**src/rtl/dmem_port_arbiter_if.sv**
```systemverilog
// Shared bundle between the dmem port arbiter, its requester channels and the dmem.
// The arbiter uses the master view; requesters and memory together form the slave view.
interface dmem_port_arbiter_if #(
    parameter int NUM_CH = 2,
    parameter int ADDR_W = 12,
    parameter int DATA_W = 32
);
    logic [NUM_CH-1:0]        req;
    logic [NUM_CH-1:0]        req_wren;
    logic [NUM_CH*ADDR_W-1:0] req_addr;
    logic [NUM_CH*DATA_W-1:0] req_data;
    logic [NUM_CH-1:0]        gnt;
    logic [NUM_CH-1:0]        rvalid;
    logic [DATA_W-1:0]        rdata;
    logic [ADDR_W-1:0]        address_dmem;
    logic [DATA_W-1:0]        data;
    logic                     wren;
    logic [DATA_W-1:0]        q_dmem;

    modport master (
        input  req, req_wren, req_addr, req_data, q_dmem,
        output gnt, rvalid, rdata, address_dmem, data, wren
    );

    modport slave (
        output req, req_wren, req_addr, req_data, q_dmem,
        input  gnt, rvalid, rdata, address_dmem, data, wren
    );
endinterface

```
**src/rtl/dmem_port_arbiter.sv**
```systemverilog
// N-channel arbiter sharing one single-port synchronous dmem; grants at most one
// access per cycle (round-robin or fixed priority) and returns read data a cycle later.
module dmem_port_arbiter #(
    parameter int NUM_CH     = 2,
    parameter int ADDR_W     = 12,
    parameter int DATA_W     = 32,
    parameter int FIXED_PRIO = 0
) (
    input  logic                clock,
    input  logic                reset,
    dmem_port_arbiter_if.master bus
);
    localparam int CH_W = (NUM_CH > 1) ? $clog2(NUM_CH) : 1;

    logic [CH_W-1:0] r_last_gnt;
    logic [CH_W-1:0] r_rd_id;
    logic            r_rd_pend;

    logic [CH_W-1:0] w_winner;
    logic [CH_W-1:0] w_idx;
    logic            w_found;

    // Round-robin searches starting just after the last winner; fixed priority favours the lowest index.
    always_comb begin
        w_winner = '0;
        w_idx    = '0;
        w_found  = 1'b0;
        if (!reset) begin
            if (FIXED_PRIO != 0) begin
                for (int i = NUM_CH - 1; i >= 0; i--) begin
                    if (bus.req[i]) begin
                        w_winner = CH_W'(i);
                        w_found  = 1'b1;
                    end
                end
            end else begin
                for (int k = 1; k <= NUM_CH; k++) begin
                    w_idx = CH_W'((int'(r_last_gnt) + k) % NUM_CH);
                    if (!w_found && bus.req[w_idx]) begin
                        w_winner = w_idx;
                        w_found  = 1'b1;
                    end
                end
            end
        end
    end

    always_comb begin
        bus.gnt          = '0;
        bus.address_dmem = '0;
        bus.data         = '0;
        bus.wren         = 1'b0;
        if (w_found) begin
            bus.gnt[w_winner] = 1'b1;
            bus.address_dmem  = bus.req_addr[w_winner*ADDR_W +: ADDR_W];
            bus.data          = bus.req_data[w_winner*DATA_W +: DATA_W];
            bus.wren          = bus.req_wren[w_winner];
        end
    end

    // Reset also masks a pending return so a read granted just before reset never reports.
    always_comb begin
        bus.rvalid = '0;
        if (r_rd_pend && !reset) begin
            bus.rvalid[r_rd_id] = 1'b1;
        end
    end

    assign bus.rdata = bus.q_dmem;

    always_ff @(posedge clock) begin
        if (reset) begin
            r_last_gnt <= CH_W'(NUM_CH - 1);
            r_rd_pend  <= 1'b0;
            r_rd_id    <= '0;
        end else begin
            r_rd_pend <= w_found && !bus.req_wren[w_winner];
            if (w_found) begin
                r_last_gnt <= w_winner;
                r_rd_id    <= w_winner;
            end
        end
    end
endmodule

```
**src/flat_wrapper.sv**
```systemverilog
// flat-port wrapper written by rule: the top's interface ports become plain ports
module dmem_port_arbiter_flat 
#(
    parameter int NUM_CH     = 2,
    parameter int ADDR_W     = 12,
    parameter int DATA_W     = 32,
    parameter int FIXED_PRIO = 0
)
  (clock, reset, bus_req, bus_req_wren, bus_req_addr, bus_req_data, bus_q_dmem, bus_gnt, bus_rvalid, bus_rdata, bus_address_dmem, bus_data, bus_wren);
  dmem_port_arbiter_if #(.NUM_CH(NUM_CH), .ADDR_W(ADDR_W), .DATA_W(DATA_W)) bus_i ();
  input  logic clock;
  input  logic reset;
  input wire logic [$bits(bus_i.req)-1:0] bus_req;
  input wire logic [$bits(bus_i.req_wren)-1:0] bus_req_wren;
  input wire logic [$bits(bus_i.req_addr)-1:0] bus_req_addr;
  input wire logic [$bits(bus_i.req_data)-1:0] bus_req_data;
  input wire logic [$bits(bus_i.q_dmem)-1:0] bus_q_dmem;
  output wire logic [$bits(bus_i.gnt)-1:0] bus_gnt;
  output wire logic [$bits(bus_i.rvalid)-1:0] bus_rvalid;
  output wire logic [$bits(bus_i.rdata)-1:0] bus_rdata;
  output wire logic [$bits(bus_i.address_dmem)-1:0] bus_address_dmem;
  output wire logic [$bits(bus_i.data)-1:0] bus_data;
  output wire logic [$bits(bus_i.wren)-1:0] bus_wren;
  assign bus_i.req = bus_req;
  assign bus_i.req_wren = bus_req_wren;
  assign bus_i.req_addr = bus_req_addr;
  assign bus_i.req_data = bus_req_data;
  assign bus_i.q_dmem = bus_q_dmem;
  assign bus_gnt = bus_i.gnt;
  assign bus_rvalid = bus_i.rvalid;
  assign bus_rdata = bus_i.rdata;
  assign bus_address_dmem = bus_i.address_dmem;
  assign bus_data = bus_i.data;
  assign bus_wren = bus_i.wren;
  dmem_port_arbiter #(.NUM_CH(NUM_CH), .ADDR_W(ADDR_W), .DATA_W(DATA_W), .FIXED_PRIO(FIXED_PRIO)) u_core (.clock(clock), .reset(reset), .bus(bus_i));
endmodule
```
**config.mk**
```make
export PLATFORM = sky130hd
export DESIGN_NAME = dmem_port_arbiter_flat
export DESIGN_NICKNAME = d
export VERILOG_FILES = /design/src/rtl/dmem_port_arbiter_if.sv /design/src/rtl/dmem_port_arbiter.sv /design/src/flat_wrapper.sv
export SDC_FILE = /design/constraint.sdc
export NUM_CORES = 1
export LEC_CHECK = 0
export ABC_AREA = 1
export BUFFER_PORTS_ARGS = -buffer_cell sky130_fd_sc_hd__buf_4
export CORE_AREA = 4 4 77 79
export DETAILED_ROUTE_END_ITERATION = 16
export DIE_AREA = 0 0 81 83
export PLACE_DENSITY = 0.76
export SKIP_CTS_REPAIR_TIMING = 1
export SYNTH_ARGS = -nofsm -noshare
export SYNTH_HDL_FRONTEND = slang
export SYNTH_SLANG_ARGS = --single-unit
export TNS_END_PERCENT = 1
```
**constraint.sdc**
```tcl
create_clock -name clock -period 2.4 [get_ports clock]
set_clock_uncertainty 0.2 [all_clocks]
set_input_delay 0.12 -clock clock [delete_from_list [all_inputs] [get_ports clock]]
set_output_delay 0.12 -clock clock [all_outputs]
set_load 0.01 [all_outputs]
```
==> impl_results.html, run 1 <==
<table>
<tr><th>Metric</th><th>Value</th></tr>
<tr><th colspan="2">Setup path</th></tr>
<tr><td>Logic depth of the worst register-to-register path</td><td>4</td></tr>
<tr><td>Launch point of the worst path</td><td>bus_req[1]</td></tr>
<tr><td>Crit path arrival time</td><td>1.90 ns</td></tr>
<tr><td>Crit path launch type</td><td>input pin</td></tr>
<tr><td>WP buf/inv</td><td>4</td></tr>
<tr><td>Worst flop-to-flop path startpoint</td><td>u_core.r_last_gnt</td></tr>
<tr><td>Setup crit end</td><td>bus_data[31]</td></tr>
<tr><td>Largest fanout on the critical path</td><td>23</td></tr>
<tr><td>Gate family responsible for the most delay along the worst path</td><td>buffers and inverters</td></tr>
<tr><td>Cell with the largest stage delay on the worst path</td><td>sky130_fd_sc_hd__dlygate4sd3_1</td></tr>
<tr><td>Critical R2R Capture</td><td>u_core.r_last_gnt</td></tr>
<tr><td>Type of the worst setup path</td><td>in -&gt; out</td></tr>
<tr><td>Count of cell instances traversed by the critical path</td><td>8</td></tr>
<tr><td>Required time at the endpoint of the critical path</td><td>2.08 ns</td></tr>
<tr><td>Delay of the slowest critical-path stage</td><td>about 0.54 ns</td></tr>
<tr><td>Endpoint class of the critical path</td><td>output pin</td></tr>
<tr><td>CP most frequent cell</td><td>sky130_fd_sc_hd__buf_4</td></tr>
<tr><td>Setup slack on the worst flop-to-flop path</td><td>roughly 0.94 ns</td></tr>
<tr><td>Chain of cells forming the critical path</td><td>dlygate4sd3_1 -&gt; buf_4 -&gt; nor2_1 -&gt; nor2_4 -&gt; buf_12 -&gt; nand3_1 -&gt; nand2_1 -&gt; buf_4</td></tr>
<tr><th colspan="2">Logic synthesis</th></tr>
<tr><td>Post-synthesis instance area</td><td>around 1100 um^2</td></tr>
<tr><td>Syn nets</td><td>334</td></tr>
<tr><td>Top post-synthesis cells by area</td><td>sky130_fd_sc_hd__nand2_1 (33%), sky130_fd_sc_hd__buf_4 (26%), sky130_fd_sc_hd__nand3_1 (22%)</td></tr>
<tr><td>Gate count after technology mapping</td><td>roughly 210</td></tr>
<tr><td>Synth warn</td><td>0</td></tr>
<tr><td>Most common cell in the netlist</td><td>sky130_fd_sc_hd__nand2_1</td></tr>
<tr><td>Dominant register cell in the synthesized netlist</td><td>sky130_fd_sc_hd__dfxtp_1</td></tr>
<tr><td>Share of synthesized flip-flops with an asynchronous set or reset</td><td>0</td></tr>
<tr><td>Number of synthesized flops with an enable pin</td><td>0</td></tr>
<tr><td>Most instantiated cells after synthesis</td><td>sky130_fd_sc_hd__nand2_1 (96), sky130_fd_sc_hd__nand3_1 (47), sky130_fd_sc_hd__buf_4 (37)</td></tr>
<tr><td>Top cell type's share of synthesized area</td><td>0.334</td></tr>
<tr><td>Number of unique standard cell types used by synthesis</td><td>13</td></tr>
<tr><td>Syn avg cell area</td><td>5.19 um^2</td></tr>
<tr><td>Area leader, netlist</td><td>sky130_fd_sc_hd__nand2_1</td></tr>
<tr><td>Post-synthesis register bit count</td><td>3</td></tr>
<tr><td>Sequential share of the synthesized area</td><td>0.0557</td></tr>
<tr><th colspan="2">Route</th></tr>
<tr><td>DRC</td><td>0</td></tr>
<tr><td>First-iteration detailed-routing DRC count</td><td>75</td></tr>
<tr><td>Final routed wire length divided by cell count</td><td>~12 um</td></tr>
<tr><td>Avg Vias per Cell</td><td>between 4 and 5</td></tr>
<tr><td>Detailed-route via count</td><td>1664</td></tr>
<tr><td>Remaining number of nets flagged by the antenna check after routing</td><td>0</td></tr>
<tr><td>Wirelength, routed</td><td>around 4.6 mm</td></tr>
<tr><td>First-pass iteration count of the detailed router</td><td>5</td></tr>
<tr><th colspan="2">Global routing</th></tr>
<tr><td>Number of antenna violations at the first check in global routing</td><td>0</td></tr>
<tr><td>All-Layer GR Usage</td><td>0.120</td></tr>
<tr><td>Routing usage on met1</td><td>0.141</td></tr>
<tr><td>Most crowded layer after global routing</td><td>met2</td></tr>
<tr><td>Largest net degree at the start of global routing</td><td>48</td></tr>
<tr><td>Via count of the first global-routing pass</td><td>approximately 1.5k</td></tr>
<tr><td>Global-route track usage on met2</td><td>0.203</td></tr>
<tr><td>Global-route wire length before repair</td><td>6.69 mm</td></tr>
<tr><td>Remaining global-route overflow</td><td>0</td></tr>
<tr><td>Met3 capacity usage during global routing</td><td>0.0282</td></tr>
<tr><th colspan="2">Final layout</th></tr>
<tr><td>Number of antenna cells inserted</td><td>0</td></tr>
<tr><td>Final instance area</td><td>between 1500 and 2000 um^2</td></tr>
<tr><td>Area taken by flip-flops and latches</td><td>around 60 um^2</td></tr>
<tr><td>Finished Layout Cells</td><td>between 300 and 400</td></tr>
<tr><td>Synth-to-layout area growth</td><td>84.0%</td></tr>
<tr><td>Fraction of layout instances using a drive strength above 1</td><td>0.482</td></tr>
<tr><td>Layout fillers</td><td>580</td></tr>
<tr><td>Combined area of the multi-input logic cells</td><td>649 um^2</td></tr>
<tr><td>Post-layout net count</td><td>440</td></tr>
<tr><th colspan="2">Power and ir drop</th></tr>
<tr><td>Power per cell area</td><td>285 nW/um^2</td></tr>
<tr><td>Fraction of power spent switching nets</td><td>0.339</td></tr>
<tr><td>Sw power</td><td>192 uW</td></tr>
<tr><td>Portion of total power attributed to combinational logic</td><td>0.644</td></tr>
<tr><td>Cell-internal power</td><td>roughly 370 uW</td></tr>
<tr><td>Part of the power in the clock network</td><td>0.258</td></tr>
<tr><td>Reg power frac</td><td>0.098</td></tr>
<tr><td>P_leak</td><td>0.00121 uW</td></tr>
<tr><td>Peak VDD IR</td><td>0.213 mV</td></tr>
<tr><th colspan="2">Place</th></tr>
<tr><td>Area of placed instances</td><td>1920 um^2</td></tr>
<tr><td>Final weighted congestion in routability-driven placement</td><td>between 0.8 and 0.9</td></tr>
<tr><td>Number of buffers inserted by port buffering</td><td>142</td></tr>
<tr><td>Post-detailed-placement half-perimeter wirelength</td><td>approximately 3.6 mm</td></tr>
<tr><td>Number of placed cells counting well taps</td><td>approximately 380</td></tr>
<tr><th colspan="2">Timing</th></tr>
<tr><td>Unrepaired setup endpoints after global routing</td><td>false</td></tr>
<tr><td>Post-Route Hold Slack</td><td>-0.0263 ns</td></tr>
<tr><td>Max Freq</td><td>between 400 and 500 MHz</td></tr>
<tr><td>Final hold vios</td><td>1</td></tr>
<tr><td>Number of max-slew violations in the final report</td><td>0</td></tr>
<tr><td>Setup-failing EPs final</td><td>0</td></tr>
<tr><td>Aggregate negative setup slack</td><td>0 ns</td></tr>
<tr><td>Headroom to the max-slew limit</td><td>0.513</td></tr>
<tr><td>Period Utilization, post-route</td><td>0.927</td></tr>
<tr><td>Final critical path time including I/O delays and setup</td><td>around 2.2 ns</td></tr>
<tr><td>Slew at the pin closest to its max-slew limit</td><td>0.729 ns</td></tr>
<tr><th colspan="2">Clock tree</th></tr>
<tr><td>Clock latency of the later-clocked register in the worst-skew pair</td><td>0.21 ns</td></tr>
<tr><td>TritonCTS clock tree</td><td>built</td></tr>
<tr><td>Total CTS buffers</td><td>3</td></tr>
<tr><td>Clock slew at reported path FFs</td><td>0.03 ns</td></tr>
<tr><td>Clock net sink count</td><td>3</td></tr>
<tr><td>Number of H-tree branching levels</td><td>1</td></tr>
<tr><td>Cell at the root of the clock tree</td><td>sky130_fd_sc_hd__clkbuf_8</td></tr>
<tr><td>Maximum count of clock buffers along a single path</td><td>2</td></tr>
<tr><th colspan="2">Run status</th></tr>
<tr><td>Outcome</td><td>finished with violations</td></tr>
<tr><td>Violations in the final reports</td><td>negative hold slack</td></tr>
<tr><th colspan="2">Floorplan</th></tr>
<tr><td>Initial cell density of the core</td><td>0.202</td></tr>
<tr><td>I/O Pins</td><td>slightly above 200</td></tr>
<tr><td>Full die area</td><td>6720 um^2</td></tr>
<tr><td>Row Count</td><td>27</td></tr>
<tr><td>Vertical extent of the die</td><td>about 83 um</td></tr>
<tr><td>Width of the die</td><td>81 um</td></tr>
<tr><td>Core area</td><td>between 5000 and 6000 um^2</td></tr>
<tr><th colspan="2">Job</th></tr>
<tr><td>Reported max-cap violation count</td><td>0</td></tr>
<tr><th colspan="2">Worst hold path</th></tr>
<tr><td>Worst hold-check path type</td><td>in -&gt; reg</td></tr>
</table>
[flip-flops by register name, indices dropped and copies added, names as in the netlist]
name	count
u_core.r_rd_pend	1
u_core.r_rd_id	1
u_core.r_last_gnt	1
[worst min-delay path, stage by stage]
cell and delay, ns:
sky130_fd_sc_hd__buf_4 0.09, sky130_fd_sc_hd__nand2_1 0.05, sky130_fd_sc_hd__nand2_1 0.05, sky130_fd_sc_hd__nor2_1 0.04
[power groups by stage]
stage | combinational [uW] | sequential, uW | clock, uW
floorplan | 197 | 55.5 | 0
global placement | 357 | 55.7 | 0
detailed placement | 363 | 55.8 | 0
CTS | 364 | 55.2 | 150
global route | 396 | 55.6 | 158
finish | 364 | 55.3 | 146
[cells in the final DEF (no fill, tap or decap), drive strengths merged]
master	synthesis	final
clkbuf	0	4
nor3	1	1
nor2	7	7
dlygate4sd3	0	2
o21ai	1	1
buf	45	144
nand3	48	48
nand2	96	96
dfxtp	3	3
inv	7	7
[final cells by class]
cell class / count / area share
clock buffer: 4 / 0.0227
inverter: 7 / 0.0132
multi-input combinational: 153 / 0.327
sequential: 3 / 0.0303
tap: 72 / 0.0454
timing repair buffer: 146 / 0.561
[kinds of logic after synthesis]
group,synth area share
simple gates,0.597
buf+inv,0.342
flops,0.0557
compound gates,0.00464
[layer usage]
layer  share of wire  wire (um)  vias up
met5               0          0        -
met4           0.029        134        0
met3            0.12        572       19
met2            0.47       2180      104
met1            0.37       1720      710
li1                -          -      831
[per-stage QoR]
stage | util | total power (uW) | hold WS (ns) | setup slack, ns
floorplan | - | 252 | 0.0260 | 1.14
global placement | 0.360 | 413 | 0.0401 | 0.713
detailed placement | 0.360 | 419 | 0.0401 | 0.660
CTS | 0.368 | 569 | -0.0439 | 0.427
global route | 0.372 | 609 | 0.00411 | 0.0577
finish | 0.372 | 565 | -0.0263 | 0.175
[worst min path at each step]
stage | startpoint | to | slack [ns] | cells after the start
4_1_cts | bus_req[1] | u_core.r_last_gnt | -0.04 | 3
6_report | bus_req_wren[0] | u_core.r_rd_pend | -0.03 | 4
2_1_floorplan | reset | u_core.r_last_gnt | 0.03 | 2
3_3_place_gp | bus_q_dmem[10] | bus_rdata[10] | 0.04 | 0
5_1_grt | bus_req_wren[0] | u_core.r_rd_pend | 0.004 | 4
3_5_place_dp | bus_q_dmem[10] | bus_rdata[10] | 0.04 | 0
Power figures use the tool's default switching activity.
==> run 2, diff against run 1 <==
Settings changed: CORE_AREA 4 4 77 79 to 2 2 80 82, DIE_AREA 0 0 81 83 to 0 0 82 84, GPL_TIMING_DRIVEN from default to 0, PLACE_DENSITY 0.76 to 0.69.
==> run 2 against run 1 <==
The flow still finishes with violations (negative hold slack). Register-to-register slack about the same. Global-route usage increased by 1.0 points. Non-clock buffer count increased by 76. Sequential power about the same. Largest power group unchanged. Final area increased by 29%.
==> impl_results.html, run 2 (synthesis gave the netlist of run 1 again) <==
<table>
<tr><th>Metric</th><th>Value</th></tr>
<tr><th colspan="2">Power and ir drop</th></tr>
<tr><td>Peak VDD IR</td><td>0.255 mV (+20%)</td></tr>
<tr><td>P_leak</td><td>0.00158 uW (+30%)</td></tr>
<tr><td>Power per cell area</td><td>265 nW/um^2 (-6.8%)</td></tr>
<tr><th colspan="2">Clock tree</th></tr>
<tr><td>Cell at the root of the clock tree</td><td>sky130_fd_sc_hd__clkbuf_8</td></tr>
<tr><td>Clock net sink count</td><td>3 (unchanged)</td></tr>
<tr><td>Total CTS buffers</td><td>3 (unchanged)</td></tr>
<tr><td>Number of H-tree branching levels</td><td>1 (unchanged)</td></tr>
<tr><td>Maximum count of clock buffers along a single path</td><td>2 (unchanged)</td></tr>
<tr><td>Clock latency of the later-clocked register in the worst-skew pair</td><td>0.22 ns (about the same)</td></tr>
<tr><td>TritonCTS clock tree</td><td>built</td></tr>
<tr><td>Clock slew at reported path FFs</td><td>0.03 ns (about the same)</td></tr>
<tr><th colspan="2">Run status</th></tr>
<tr><td>Violations in the final reports</td><td>negative hold slack</td></tr>
<tr><td>Outcome</td><td>finished with violations</td></tr>
<tr><th colspan="2">Floorplan</th></tr>
<tr><td>Width of the die</td><td>82 um (+1.2%)</td></tr>
<tr><td>Core area</td><td>6100 um^2 (+14%)</td></tr>
<tr><td>I/O Pins</td><td>207 (unchanged)</td></tr>
<tr><td>Vertical extent of the die</td><td>84 um (+1.2%)</td></tr>
<tr><td>Full die area</td><td>6890 um^2 (+2.5%)</td></tr>
<tr><td>Initial cell density of the core</td><td>0.177 (-0.0251)</td></tr>
<tr><td>Row Count</td><td>29 (+7.4%)</td></tr>
<tr><th colspan="2">Route</th></tr>
<tr><td>First-iteration detailed-routing DRC count</td><td>28 (-63%)</td></tr>
<tr><td>Avg Vias per Cell</td><td>4.11 (-5.0%)</td></tr>
<tr><td>Final routed wire length divided by cell count</td><td>10.9 um (-8.8%)</td></tr>
<tr><td>Remaining number of nets flagged by the antenna check after routing</td><td>0 (unchanged)</td></tr>
<tr><td>First-pass iteration count of the detailed router</td><td>4 (-1)</td></tr>
<tr><td>DRC</td><td>0 (unchanged)</td></tr>
<tr><td>Wirelength, routed</td><td>5.09 mm (+10%)</td></tr>
<tr><td>Detailed-route via count</td><td>1914 (+15%)</td></tr>
<tr><th colspan="2">Global routing</th></tr>
<tr><td>Largest net degree at the start of global routing</td><td>11 (-77%)</td></tr>
<tr><td>Number of antenna violations at the first check in global routing</td><td>0 (unchanged)</td></tr>
<tr><td>Global-route wire length before repair</td><td>7.34 mm (+9.7%)</td></tr>
<tr><td>Via count of the first global-routing pass</td><td>1734 (+15%)</td></tr>
<tr><td>Remaining global-route overflow</td><td>0 (unchanged)</td></tr>
<tr><td>All-Layer GR Usage</td><td>0.130 (+0.0103)</td></tr>
<tr><th colspan="2">Final layout</th></tr>
<tr><td>Synth-to-layout area growth</td><td>137%</td></tr>
<tr><td>Top flop regs</td><td>u_core.r_last_gnt x1, u_core.r_rd_id x1, u_core.r_rd_pend x1</td></tr>
<tr><td>Area taken by flip-flops and latches</td><td>60.1 um^2 (unchanged)</td></tr>
<tr><td>Layout fillers</td><td>657 (+13%)</td></tr>
<tr><td>Most common cell after layout, fill and taps aside</td><td>sky130_fd_sc_hd__buf_4</td></tr>
<tr><td>Post-layout net count</td><td>516 (+17%)</td></tr>
<tr><td>Fraction of layout instances using a drive strength above 1</td><td>0.581 (+0.0985)</td></tr>
<tr><td>Layout Utilization</td><td>0.419 (+0.0476)</td></tr>
<tr><td>Combined area of the multi-input logic cells</td><td>649 um^2 (unchanged)</td></tr>
<tr><td>Final instance area</td><td>2560 um^2 (+29%)</td></tr>
<tr><td>Leading cell types in the layout, fill and taps excluded</td><td>sky130_fd_sc_hd__buf_4 (211), sky130_fd_sc_hd__nand2_1 (96), sky130_fd_sc_hd__nand3_1 (47)</td></tr>
<tr><td>Number of antenna cells inserted</td><td>0 (unchanged)</td></tr>
<tr><th colspan="2">Setup path</th></tr>
<tr><td>Endpoint class of the critical path</td><td>output pin</td></tr>
<tr><td>Largest fanout on the critical path</td><td>10 (-57%)</td></tr>
<tr><td>Logic depth of the worst register-to-register path</td><td>4 (unchanged)</td></tr>
<tr><td>Required time at the endpoint of the critical path</td><td>2.08 ns (about the same)</td></tr>
<tr><td>Crit path launch type</td><td>input pin</td></tr>
<tr><td>Crit path arrival time</td><td>1.69 ns (-0.21 ns)</td></tr>
<tr><td>Launch point of the worst path</td><td>reset</td></tr>
<tr><td>Type of the worst setup path</td><td>in -&gt; out</td></tr>
<tr><td>Worst flop-to-flop path startpoint</td><td>u_core.r_last_gnt</td></tr>
<tr><th colspan="2">Timing</th></tr>
<tr><td>Final critical path time including I/O delays and setup</td><td>2.01 ns (-0.212 ns)</td></tr>
<tr><td>Post-Route Hold Slack</td><td>-0.00293 ns (+0.0234 ns)</td></tr>
<tr><td>Aggregate negative setup slack</td><td>0 ns (unchanged)</td></tr>
<tr><td>Final hold vios</td><td>1 (unchanged)</td></tr>
<tr><td>Slew at the pin closest to its max-slew limit</td><td>0.250 ns (-0.479 ns)</td></tr>
<tr><td>Unrepaired setup endpoints after global routing</td><td>false</td></tr>
<tr><td>Period Utilization, post-route</td><td>0.839 (-0.0882)</td></tr>
<tr><td>Headroom to the max-slew limit</td><td>0.833 (+0.320)</td></tr>
<tr><td>Max Freq</td><td>497 MHz (+11%)</td></tr>
<tr><td>Number of max-slew violations in the final report</td><td>0 (unchanged)</td></tr>
<tr><td>Setup-failing EPs final</td><td>0 (unchanged)</td></tr>
<tr><th colspan="2">Worst hold path</th></tr>
<tr><td>Worst min-delay path startpoint</td><td>bus_req_wren[1]</td></tr>
<tr><td>Cell count of the worst hold path</td><td>4 (unchanged)</td></tr>
<tr><td>Worst hold-check path type</td><td>in -&gt; reg</td></tr>
<tr><th colspan="2">Place</th></tr>
<tr><td>Post-detailed-placement half-perimeter wirelength</td><td>4.20 mm (+16%)</td></tr>
<tr><td>Final weighted congestion in routability-driven placement</td><td>0.739 (-11%)</td></tr>
<tr><td>Number of buffers inserted by port buffering</td><td>174 (+23%)</td></tr>
<tr><td>Area of placed instances</td><td>2480 um^2 (+29%)</td></tr>
<tr><th colspan="2">Job</th></tr>
<tr><td>Reported max-cap violation count</td><td>0 (unchanged)</td></tr>
</table>
run 2: cell types whose count changed in the layout (fill, tap and decap cells not counted), sizes merged:
cell / change
buf: +75
dlygate4sd3: +1
run 2: final cells by class:
| cell class | instances | share of cell area |
|---|---|---|
| timing repair buffer | 177 | 0.523 |
| multi-input combinational | 153 | 0.254 |
| buffer | 45 | 0.134 |
| tap | 77 | 0.0377 |
| sequential | 3 | 0.0235 |
| clock buffer | 4 | 0.0176 |
| inverter | 7 | 0.0103 |
run 2: path summary, 6_finish.rpt:
kind | slack [ns] | endpoint
setup / recovery | 0.39 | bus_data[2]
hold / removal | -0.003 | u_core.r_rd_pend
setup reg to reg | 0.93 | u_core.r_last_gnt
hold reg to reg | 0.29 | u_core.r_rd_id
run 2: layer usage:
metal,routed length [um],vias up,GRT usage
met4,24,0,0.0227
li1,-,986,-
met5,0,-,0
met2,2680,115,0.268
met3,627,2,0.0314
met1,1760,811,0.124
run 2: through the flow:
| stage | total power, uW | setup WS [ns] | std cells |
|---|---|---|---|
| after global placement | 523 | 0.877 | 459 |
| after floorplan | 252 | 1.14 | 208 |
| after detailed placement | 528 | 0.857 | 459 |
| final | 678 | 0.387 | 466 |
| after CTS | 684 | 0.611 | 463 |
| after global routing | 729 | 0.287 | 466 |
run 2: report_power, final:
part           total [uW]  leakage [uW]  switching [uW]  internal (uW)
clock network         151     0.0000228            37.6            114
logic                 472       0.00153             190            282
registers            55.2     0.0000249            1.53           53.7
run 2: worst max-delay path, cell delays in order:
cell,delay [ns]
sky130_fd_sc_hd__dlygate4sd3_1,0.54
sky130_fd_sc_hd__buf_4,0.16
sky130_fd_sc_hd__nor2_4,0.23
sky130_fd_sc_hd__buf_2,0.30
sky130_fd_sc_hd__nand3_1,0.15
sky130_fd_sc_hd__nand2_1,0.08
sky130_fd_sc_hd__buf_4,0.11
==> run 3, diff against run 2 <==
Settings changed: ABC_AREA 1 to 0, CORE_AREA 2 2 80 82 to 2 2 81 83, DIE_AREA 0 0 82 84 to 0 0 83 85, PLACE_DENSITY 0.69 to 0.78.
Clock period 2.4 ns to 2 ns, I/O delays scaled along.
==> run 3 against run 2 <==
The run still ends with negative hold slack left. Non-clock buffer count is 8 higher. Sequential power is 23% higher. Total power is 34% higher. Routed wire length is 27% higher. Critical endpoint is now bus_address_dmem[6]. Largest cell class unchanged.
==> impl_results.html, run 3 <==
<table>
<tr><th>Metric</th><th>Value</th></tr>
<tr><th colspan="2">Run status</th></tr>
<tr><td>Outcome</td><td>finished with violations</td></tr>
<tr><td>Violations in the final reports</td><td>negative hold slack</td></tr>
<tr><th colspan="2">Floorplan</th></tr>
<tr><td>Full die area</td><td>7060 um^2 (+2.4%)</td></tr>
<tr><td>Core area</td><td>6200 um^2 (+1.8%)</td></tr>
<tr><td>Vertical extent of the die</td><td>85 um (+1.2%)</td></tr>
<tr><td>Initial cell density of the core</td><td>0.268 (+0.0909)</td></tr>
<tr><td>I/O Pins</td><td>207 (unchanged)</td></tr>
<tr><td>Width of the die</td><td>83 um (+1.2%)</td></tr>
<tr><td>Row Count</td><td>29 (unchanged)</td></tr>
<tr><th colspan="2">Logic synthesis</th></tr>
<tr><td>Top cell type's share of synthesized area</td><td>0.343 (+0.00851)</td></tr>
<tr><td>Number of synthesized flops with an enable pin</td><td>0 (unchanged)</td></tr>
<tr><td>Number of unique standard cell types used by synthesis</td><td>21 (+8)</td></tr>
<tr><td>Synth warn</td><td>0 (unchanged)</td></tr>
<tr><td>Dominant register cell in the synthesized netlist</td><td>sky130_fd_sc_hd__dfxtp_1</td></tr>
<tr><td>Syn nets</td><td>335 (+0.30%)</td></tr>
<tr><td>Gate count after technology mapping</td><td>209 (+0.48%)</td></tr>
<tr><td>Sequential share of the synthesized area</td><td>0.0361 (-0.0195)</td></tr>
<tr><td>Most common cell in the netlist</td><td>sky130_fd_sc_hd__nand2b_1</td></tr>
<tr><td>Post-synthesis instance area</td><td>1660 um^2 (+54%)</td></tr>
<tr><td>Post-synthesis register bit count</td><td>3 (unchanged)</td></tr>
<tr><td>Syn avg cell area</td><td>7.95 um^2 (+53%)</td></tr>
<tr><td>Most instantiated cells after synthesis</td><td>sky130_fd_sc_hd__nand2b_1 (91), sky130_fd_sc_hd__buf_4 (35), sky130_fd_sc_hd__o32ai_1 (27)</td></tr>
<tr><td>Area leader, netlist</td><td>sky130_fd_sc_hd__nand2b_1</td></tr>
<tr><td>Share of synthesized flip-flops with an asynchronous set or reset</td><td>0 (unchanged)</td></tr>
<tr><td>Top post-synthesis cells by area</td><td>sky130_fd_sc_hd__nand2b_1 (34%), sky130_fd_sc_hd__o32ai_2 (19%), sky130_fd_sc_hd__buf_4 (16%)</td></tr>
<tr><th colspan="2">Power and ir drop</th></tr>
<tr><td>Peak VDD IR</td><td>0.240 mV (-6.0%)</td></tr>
<tr><td>P_leak</td><td>0.00148 uW (-6.4%)</td></tr>
<tr><td>Power per cell area</td><td>294 nW/um^2 (+11%)</td></tr>
<tr><th colspan="2">Global routing</th></tr>
<tr><td>Via count of the first global-routing pass</td><td>2177 (+26%)</td></tr>
<tr><td>Global-route wire length before repair</td><td>10.1 mm (+38%)</td></tr>
<tr><td>Number of antenna violations at the first check in global routing</td><td>0 (unchanged)</td></tr>
<tr><td>All-Layer GR Usage</td><td>0.168 (+0.0382)</td></tr>
<tr><td>Largest net degree at the start of global routing</td><td>11 (unchanged)</td></tr>
<tr><td>Remaining global-route overflow</td><td>0 (unchanged)</td></tr>
<tr><th colspan="2">Route</th></tr>
<tr><td>First-iteration detailed-routing DRC count</td><td>31 (+11%)</td></tr>
<tr><td>Remaining number of nets flagged by the antenna check after routing</td><td>0 (unchanged)</td></tr>
<tr><td>DRC</td><td>0 (unchanged)</td></tr>
<tr><td>First-pass iteration count of the detailed router</td><td>4 (unchanged)</td></tr>
<tr><td>Final routed wire length divided by cell count</td><td>14.0 um (+28%)</td></tr>
<tr><td>Wirelength, routed</td><td>6.48 mm (+27%)</td></tr>
<tr><td>Avg Vias per Cell</td><td>4.68 (+14%)</td></tr>
<tr><td>Detailed-route via count</td><td>2168 (+13%)</td></tr>
<tr><th colspan="2">Timing</th></tr>
<tr><td>Setup-failing EPs final</td><td>0 (unchanged)</td></tr>
<tr><td>Period Utilization, post-route</td><td>0.896</td></tr>
<tr><td>Unrepaired setup endpoints after global routing</td><td>false</td></tr>
<tr><td>Fin worst setup slack</td><td>0.208 ns (-0.179 ns)</td></tr>
<tr><td>Headroom to the max-slew limit</td><td>0.684 (-0.149)</td></tr>
<tr><td>Aggregate negative setup slack</td><td>0 ns (unchanged)</td></tr>
<tr><td>Number of max-slew violations in the final report</td><td>0 (unchanged)</td></tr>
<tr><td>Final critical path time including I/O delays and setup</td><td>about 1.8 ns</td></tr>
<tr><td>Slew at the pin closest to its max-slew limit</td><td>0.474 ns (+0.225 ns)</td></tr>
<tr><td>Post-Route Hold Slack</td><td>-0.0257 ns (-0.0228 ns)</td></tr>
<tr><td>Max Freq</td><td>about 560 MHz</td></tr>
<tr><td>Final hold vios</td><td>2 (+1)</td></tr>
<tr><th colspan="2">Final layout</th></tr>
<tr><td>Synth-to-layout area growth</td><td>86.7%</td></tr>
<tr><td>Layout fillers</td><td>611 (-7.0%)</td></tr>
<tr><td>Top flop regs</td><td>u_core.r_last_gnt x1, u_core.r_rd_id x1, u_core.r_rd_pend x1</td></tr>
<tr><td>Most common cell after layout, fill and taps aside</td><td>sky130_fd_sc_hd__buf_4</td></tr>
<tr><td>Area taken by flip-flops and latches</td><td>60.1 um^2 (unchanged)</td></tr>
<tr><td>Finished Layout Cells</td><td>463 (-0.64%)</td></tr>
<tr><td>Leading cell types in the layout, fill and taps excluded</td><td>sky130_fd_sc_hd__buf_4 (208), sky130_fd_sc_hd__nand2b_1 (91), sky130_fd_sc_hd__o32ai_1 (27)</td></tr>
<tr><td>Post-layout net count</td><td>513 (-0.58%)</td></tr>
<tr><td>Fraction of layout instances using a drive strength above 1</td><td>0.640 (+0.0589)</td></tr>
<tr><td>Number of antenna cells inserted</td><td>0 (unchanged)</td></tr>
<tr><td>Combined area of the multi-input logic cells</td><td>1190 um^2 (+84%)</td></tr>
<tr><th colspan="2">Setup path</th></tr>
<tr><td>Crit path launch type</td><td>flip-flop</td></tr>
<tr><td>Endpoint class of the critical path</td><td>output pin</td></tr>
<tr><td>Required time at the endpoint of the critical path</td><td>1.70 ns (-0.38 ns)</td></tr>
<tr><td>Crit path arrival time</td><td>1.49 ns (-0.20 ns)</td></tr>
<tr><td>Largest fanout on the critical path</td><td>10 (unchanged)</td></tr>
<tr><td>Type of the worst setup path</td><td>reg -&gt; out</td></tr>
<tr><th colspan="2">Clock tree</th></tr>
<tr><td>Clock slew at reported path FFs</td><td>0.03 ns (about the same)</td></tr>
<tr><td>Clock latency of the later-clocked register in the worst-skew pair</td><td>0.21 ns (about the same)</td></tr>
<tr><td>Number of H-tree branching levels</td><td>1 (unchanged)</td></tr>
<tr><td>Clock net sink count</td><td>3 (unchanged)</td></tr>
<tr><td>TritonCTS clock tree</td><td>built</td></tr>
<tr><td>Maximum count of clock buffers along a single path</td><td>2 (unchanged)</td></tr>
<tr><td>Total CTS buffers</td><td>3 (unchanged)</td></tr>
<tr><td>Cell at the root of the clock tree</td><td>sky130_fd_sc_hd__clkbuf_8</td></tr>
<tr><th colspan="2">Place</th></tr>
<tr><td>Minimum setup slack after placement</td><td>0.472 ns (-0.385 ns)</td></tr>
<tr><td>Post-detailed-placement half-perimeter wirelength</td><td>5.45 mm (+30%)</td></tr>
<tr><td>Number of buffers inserted by port buffering</td><td>173 (-0.57%)</td></tr>
<tr><td>Number of placed cells counting well taps</td><td>459 (unchanged)</td></tr>
<tr><td>Final weighted congestion in routability-driven placement</td><td>0.782 (+5.9%)</td></tr>
<tr><th colspan="2">Job</th></tr>
<tr><td>Reported max-cap violation count</td><td>0 (unchanged)</td></tr>
<tr><th colspan="2">Worst hold path</th></tr>
<tr><td>Worst hold-check path type</td><td>in -&gt; reg</td></tr>
</table>
-- run 3: changes by cell type in the layout (fill, tap and decap cells not counted), moves of 5 or more --
cell / change
sky130_fd_sc_hd__nand2_1: -96
sky130_fd_sc_hd__nand2b_1: +91
sky130_fd_sc_hd__nand3_1: -47
sky130_fd_sc_hd__o32ai_1: +27
sky130_fd_sc_hd__o32ai_2: +19
sky130_fd_sc_hd__clkbuf_1: +9
sky130_fd_sc_hd__inv_1: -5
sky130_fd_sc_hd__nor2_1: -5
-- run 3: power breakdown --
| part | internal, uW | switching, uW | total, uW |
|---|---|---|---|
| Combinational | 397 | 269 | 666 |
| Clock | 136 | 41.2 | 177 |
| Sequential | 64.8 | 3.37 | 68.1 |
-- run 3: critical path, stage by stage (launching register included) --
cell	delay (ns)
sky130_fd_sc_hd__dfxtp_1	0.37
sky130_fd_sc_hd__a21bo_2	0.15
sky130_fd_sc_hd__clkbuf_1	0.38
sky130_fd_sc_hd__o32ai_1	0.19
sky130_fd_sc_hd__buf_4	0.18
-- run 3: path summary, 6_finish.rpt --
check | startpoint | endpoint | slack (ns) | cells after the start
hold / removal | bus_req_wren[1] | u_core.r_rd_pend | -0.03 | 3
setup / recovery | u_core.r_last_gnt | bus_address_dmem[6] | 0.21 | 4
setup reg to reg | u_core.r_last_gnt | u_core.r_last_gnt | 0.71 | 4
hold reg to reg | u_core.r_last_gnt | u_core.r_last_gnt | 0.34 | 1
-- run 3: area by class of cell --
| type | instances | share of cell area |
|---|---|---|
| flip-flops and latches | 3 | 0.0194 |
| well taps | 77 | 0.0311 |
| plain buffers | 57 | 0.131 |
| multi-input cells | 148 | 0.384 |
| clock buffers | 4 | 0.0145 |
| repair buffers | 173 | 0.419 |
| inverters | 1 | 0.00121 |
-- run 3: stage by stage --
step | instance area [um^2] | util | total power [uW]
6_report | 3100 | 0.500 | 912
5_1_grt | 3100 | 0.500 | 979
4_1_cts | 3100 | 0.500 | 919
3_5_place_dp | 3060 | 0.493 | 740
3_3_place_gp | 3060 | 0.493 | 728
2_1_floorplan | 1660 | - | 404
-- run 3: logic make-up after synthesis --
logic type,count (synthesis),share of synthesized area
flops,3,0.0361
compound gates,50,0.347
buf+inv,58,0.246
simple gates,98,0.370
-- run 3: metal layers --
| metal | global-route usage | vias to the layer above | share of wire |
|---|---|---|---|
| li1 | - | 1070 | - |
| met1 | 0.190 | 966 | 0.37 |
| met2 | 0.320 | 128 | 0.52 |
| met3 | 0.0457 | 4 | 0.10 |
| met4 | 0.0283 | 0 | 0.0043 |
| met5 | 0 | - | 0 |
